## src/rtl/sprite_fetch_arbiter.sv

```systemverilog
// sprite_fetch_arbiter: round-robin sharing of one character-sprite ROM between two
// pixel-fetch requesters. Registers ROM select/address, tracks in-flight fetches in a
// tag pipeline of depth 1+ROM_LAT, and steers each returned pixel to its issuer.
// Optional macro SPRITE_FETCH_HFLIP_EN adds per-requester horizontal-flip inputs that
// mirror the column bits of the pixel address.
module sprite_fetch_arbiter #(
  parameter int unsigned CHAR_W    = 4,
  parameter int unsigned ADDR_W    = 12,
  parameter int unsigned DATA_W    = 6,
  parameter int unsigned ROM_LAT   = 0,
  parameter int unsigned NUM_CHARS = 9
) (
  input  logic              clk,
  input  logic              rst,
  input  logic              req0_valid,
  input  logic [CHAR_W-1:0] req0_char,
  input  logic [ADDR_W-1:0] req0_addr,
`ifdef SPRITE_FETCH_HFLIP_EN
  input  logic              req0_flip,
`endif
  output logic              req0_ready,
  input  logic              req1_valid,
  input  logic [CHAR_W-1:0] req1_char,
  input  logic [ADDR_W-1:0] req1_addr,
`ifdef SPRITE_FETCH_HFLIP_EN
  input  logic              req1_flip,
`endif
  output logic              req1_ready,
  output logic              rsp0_valid,
  output logic [DATA_W-1:0] rsp0_data,
  output logic              rsp1_valid,
  output logic [DATA_W-1:0] rsp1_data,
  output logic [CHAR_W-1:0] rom_char,
  output logic [ADDR_W-1:0] rom_addr,
  input  logic [DATA_W-1:0] rom_data,
  output logic              bad_char
);

  localparam int unsigned Depth = 1 + ROM_LAT;

  // 0: requester 0 wins a tie, 1: requester 1 wins a tie
  logic ptr_q;

  logic              grant0;
  logic              grant1;
  logic              accept;
  logic              sel_id;
  logic [CHAR_W-1:0] sel_char;
  logic [ADDR_W-1:0] sel_addr;
  logic              sel_bad;

  logic [Depth-1:0] tag_valid_q;
  logic [Depth-1:0] tag_id_q;

  logic tail_valid;
  logic tail_id;

  // Grant depends only on the two valids, the pointer and reset
  always_comb begin
    grant0 = 1'b0;
    grant1 = 1'b0;
    if (!rst) begin
      if (req0_valid && (!req1_valid || !ptr_q)) begin
        grant0 = 1'b1;
      end else if (req1_valid) begin
        grant1 = 1'b1;
      end
    end
  end

  assign req0_ready = grant0;
  assign req1_ready = grant1;
  assign accept     = grant0 | grant1;

  // Select the granted request, sanitise the char code and apply the optional mirror
  always_comb begin
    sel_id   = grant1;
    sel_char = grant1 ? req1_char : req0_char;
    sel_addr = grant1 ? req1_addr : req0_addr;
`ifdef SPRITE_FETCH_HFLIP_EN
    if (grant1 ? req1_flip : req0_flip) begin
      // mirror the column inside the 64-wide sprite row
      sel_addr = {sel_addr[ADDR_W-1:6], ~sel_addr[5:0]};
    end
`endif
    sel_bad = 32'(sel_char) >= NUM_CHARS;
    if (sel_bad) begin
      sel_char = '0;
    end
  end

  // Round-robin pointer: after a grant, favour the requester that did not win
  always_ff @(posedge clk or posedge rst) begin
    if (rst) begin
      ptr_q <= 1'b0;
    end else if (accept) begin
      ptr_q <= grant0;
    end
  end

  // ROM select/address registers hold when nothing is accepted
  always_ff @(posedge clk or posedge rst) begin
    if (rst) begin
      rom_char <= '0;
      rom_addr <= '0;
      bad_char <= 1'b0;
    end else begin
      bad_char <= accept & sel_bad;
      if (accept) begin
        rom_char <= sel_char;
        rom_addr <= sel_addr;
      end
    end
  end

  // Tag pipeline tracks which requester owns each in-flight fetch
  always_ff @(posedge clk or posedge rst) begin
    if (rst) begin
      tag_valid_q <= '0;
      tag_id_q    <= '0;
    end else begin
      tag_valid_q[0] <= accept;
      tag_id_q[0]    <= sel_id;
      for (int i = 1; i < int'(Depth); i++) begin
        tag_valid_q[i] <= tag_valid_q[i-1];
        tag_id_q[i]    <= tag_id_q[i-1];
      end
    end
  end

  assign tail_valid = tag_valid_q[Depth-1];
  assign tail_id    = tag_id_q[Depth-1];

  // Capture the ROM pixel as the oldest tag leaves and pulse the owner's valid
  always_ff @(posedge clk or posedge rst) begin
    if (rst) begin
      rsp0_valid <= 1'b0;
      rsp1_valid <= 1'b0;
      rsp0_data  <= '0;
      rsp1_data  <= '0;
    end else begin
      rsp0_valid <= tail_valid & ~tail_id;
      rsp1_valid <= tail_valid & tail_id;
      if (tail_valid && !tail_id) begin
        rsp0_data <= rom_data;
      end
      if (tail_valid && tail_id) begin
        rsp1_data <= rom_data;
      end
    end
  end

endmodule
```

## config.mk

```make
export PLATFORM = sky130hd
export DESIGN_NAME = sprite_fetch_arbiter
export DESIGN_NICKNAME = d
export VERILOG_FILES = /design/src/rtl/sprite_fetch_arbiter.sv
export SDC_FILE = /design/constraint.sdc
export NUM_CORES = 1
export LEC_CHECK = 0
export BUFFER_PORTS_ARGS = -buffer_cell sky130_fd_sc_hd__buf_2
export CAP_MARGIN = 20
export CORE_UTILIZATION = 44
export CTS_CLUSTER_SIZE = 28
export DETAILED_ROUTE_END_ITERATION = 16
export GPL_ROUTABILITY_DRIVEN = 0
export PLACE_DENSITY = 0.79
export SLEW_MARGIN = 5
export SYNTH_ARGS = -nofsm -noshare
export SYNTH_HDL_FRONTEND = slang
export SYNTH_SLANG_ARGS = --single-unit
```

## constraint.sdc

```tcl
create_clock -name clk -period 1.65 [get_ports clk]
set_input_delay 0.4125 -clock clk [delete_from_list [all_inputs] [get_ports clk]]
set_output_delay 0.4125 -clock clk [all_outputs]
set_load 0.02 [all_outputs]
```

==> summary.md <==
| Metric | Value |
|---|---|
| Outcome | finished, final reports clean |
| Slowest cell on the critical path | dfrtp_1 |
| Main combinational cell family by area after synthesis | simple AND/OR/NAND/NOR gates |
| P per Cell Area | 1130 mW/mm^2 |
| Synthesis-stage register bit count | 34 |
| CTS max path bufs | 2 |
| Clock sink count | 34 |
| Post-synthesis compound-gate area fraction | 0.107 |
| CTS buffer count | 5 |
| Min-delay worst type | primary input to register |
| Worst setup SP type | register |
| Placeable core region | 0.00305 mm^2 |
| Routed Wire Length | 3270 um |
| Area leader, netlist | dfrtp_1 |
| Clock transition at path regs | 0.11 ns |
| Maximum VDD drop | 0.000650 V |
| Worst Setup End Kind | output port |
| Largest stage delay on the critical path | 0.41 ns |
| Share of cells above drive strength 1 | 0.524 |
| Clk Latency, worst-skew pair | 0.31 ns |
| DIE AREA | 0.00342 mm^2 |
| Largest net degree at the start of global routing | 35 |
| Routed WL per cell | 13.0 um |
| Vias per cell | 4.91 |
| Register area | 851 um^2 |
| WS Path Type | register to output port |
| Relative slew slack | 0.722 |
| Mapped Avg Cell Area | 11.5 um^2 |
| DRC viols | 0 |
| Unique masters post-synth | 22 |
| Estimated wirelength of the detail-placed design | 2560 um |
| Worst endpoint data arrival time | 1.17 ns |
| Fin. max-slew vios | 0 |
| Peak Freq | 633 MHz |
| DRT iter0 DRCs | 30 |
| GRT Util Overall | 0.202 |
| Effective utilization at floorplan | 0.460 |
| Most common cell after layout, fill and taps aside | buf_2 |
| Multi-input gate area | 533 um^2 |
| CP cell instances | nand2b_4, nor2b_4, buf_6 |
| CP top delay family | flip-flops |
| Reg-to-reg slack, setup | 0.20 ns |
| CTS tree | done |
| P&R area growth vs syn | 40.9% |
| Period Utilization, post-route | 0.957 |
| ANT nets after route | 0 |
| RR Endpoint | rom_char[3]$_DFFE_PP0N_ |
| Leading post-synthesis cells by cell area | dfrtp_1, mux2_2, nand2_1 |
| Antenna violations before repair | 0 |
| Number of stages on the worst setup path | 3 |
| Most frequent cells in the layout | buf_2, dfrtp_1, nand2_1 |
| Root buffer cell | clkbuf_4 |
| RR Startpoint | ptr_q$_DFFE_PP0N_ |
| R2R depth | 5 |
| XOR/XNOR Fraction of Synth Area | 0 |
| Design Power | 2.24 mW |
| WP buf/inv | 1 |
| Clock Skew | 0.00769 ns |
| Die Y | 58.5 um |
| Final Non-Filler Cells | 252 |
| Mapped Nets | 164 |
| Placed cells | 241 |
| Crit path to | req1_ready |
| Beginning of the critical path | ptr_q$_DFFE_PP0N_ |
| Die Wd | 58.5 um |
| IO Pins | 75 |
| Post-synth top area share | 0.606 |
| Worst Max-Slew Pin Slew | 0.416 ns |
| Mux cell area share after synthesis | 0.128 |
| Synth Area in Adders | 0 |
| Post-synthesis sequential area ratio | 0.606 |
| P_leak | 1.07 nW |
| Mapped Area | 0.00141 mm^2 |
| Ant diodes | 0 |
| Final Hold Fails | 0 |
| Maximum fanout along the worst path | 3 |
| Vias | 1238 |
| RSZ-0062 raised after global routing | no |
| Post-Synthesis Cells | 122 |
| YS warnings | 0 |
| H-tree levels | 2 |
| Req. time, crit path | 1.24 ns |
| Endpoints failing setup | 0 |
| First-pass GRT wire length | 5120 um |
| DRT Pass-1 Iters | 4 |
| Final min period | 1.58 ns |
| # fillers | 267 |
| Fin worst setup slack | 0.0709 ns |
| GRT overflow | 0 |
| Num rows | 20 |
| I/O Buffers | 74 |
| Synth Area in Simple Gates | 0.128 |
| Vias in the first global route | 1199 |
| MaxCap Viol Count | 0 |
| Final Net Count | 249 |
| Pre-CTS WS | 0.00701 ns |
| Fin Setup TNS | 0 ns |
==> metrics by stage <==
stage          instance area (um^2)  hold WS (ns)  utilization
2_1_floorplan                  1420         0.369            -
3_3_place_gp                   1860         0.449        0.610
3_5_place_dp                   1860         0.453        0.610
4_1_cts                        1970         0.297        0.645
5_1_grt                        1980         0.303        0.648
6_report                       1980         0.317        0.648
==> Yosys cell counts (all sizes together) <==
| library cell | number |
|---|---|
| nor2b | 1 |
| a22oi | 12 |
| nor3 | 3 |
| a32oi | 1 |
| a21oi | 2 |
| a22o | 1 |
| mux2 | 13 |
| nand2 | 29 |
| clkbuf | 2 |
| a21boi | 1 |
| buf | 3 |
| inv | 4 |
| o21ai | 5 |
| dfrtp | 34 |
| and3 | 1 |
| mux2i | 3 |
| nand2b | 4 |
| nor2 | 3 |
==> power by group <==
| part | switching [mW] | internal (mW) | total (mW) |
|---|---|---|---|
| clock network | 0.264 | 0.314 | 0.577 |
| registers | 0.0685 | 0.968 | 1.04 |
| logic | 0.365 | 0.259 | 0.624 |
| total | 0.698 | 1.54 | 2.24 |
==> worst reg2reg max path: stages, from the launching register on <==
cell and delay (ns):
dfrtp_1 0.41, nand2b_4 0.16, nor2b_4 0.16, buf_4 0.14
mux2_4 0.30, a22o_1 0.19
==> layout make-up <==
class / count / share of cell area
Tap cell: 44 / 0.0278
Inverter: 4 / 0.00948
Multi-Input combinational cell: 79 / 0.269
Clock inverter: 3 / 0.0202
Clock buffer: 5 / 0.0190
Sequential cell: 34 / 0.430
Timing Repair Buffer: 83 / 0.224
==> registers in the layout, indices dropped and copies added, names as in the netlist <==
name	flops
tag_id_q	1
rsp0_valid	1
tag_valid_q	1
rom_addr	12
ptr_q	1
bad_char	1
rsp1_valid	1
rsp1_data	6
rom_char	4
rsp0_data	6
==> how the worst min path moves through the flow <==
stage / depth (start not counted) / endpoint / from / slack (ns)
2_1_floorplan: 1 / bad_char$_DFF_PP0_ / rst / 0.37
3_3_place_gp: 2 / rom_addr[4]$_DFFE_PP0N_ / rom_addr[4]$_DFFE_PP0N_ / 0.45
3_5_place_dp: 2 / rom_addr[8]$_DFFE_PP0N_ / rom_addr[8]$_DFFE_PP0N_ / 0.45
4_1_cts: 3 / rom_addr[8]$_DFFE_PP0N_ / req1_addr[8] / 0.30
5_1_grt: 3 / rom_addr[0]$_DFFE_PP0N_ / req1_addr[0] / 0.30
6_report: 3 / rom_addr[9]$_DFFE_PP0N_ / req1_addr[9] / 0.32
==> cells by family after synthesis <==
| kind of cell | Yosys count |
|---|---|
| muxes | 16 |
| DFF | 34 |
| and+or+nand+nor | 41 |
| AOI/OAI and AO/OA | 22 |
| buffers and inverters | 9 |
==> per-layer routing <==
layer,wire [um],GRT usage
met5,0,0
met4,34,0.0612
met3,140,0.0484
met2,1810,0.386
met1,1290,0.221
==> repair_timing <==
item	in CTS	in global routing
setup endpoints to repair	2	1
hold buffers	0	0
resized for setup	4	1
buffers inserted	2	1
pin swaps	0	0
gates cloned	0	0
Note: power is estimated with default switching activity, not from simulation.
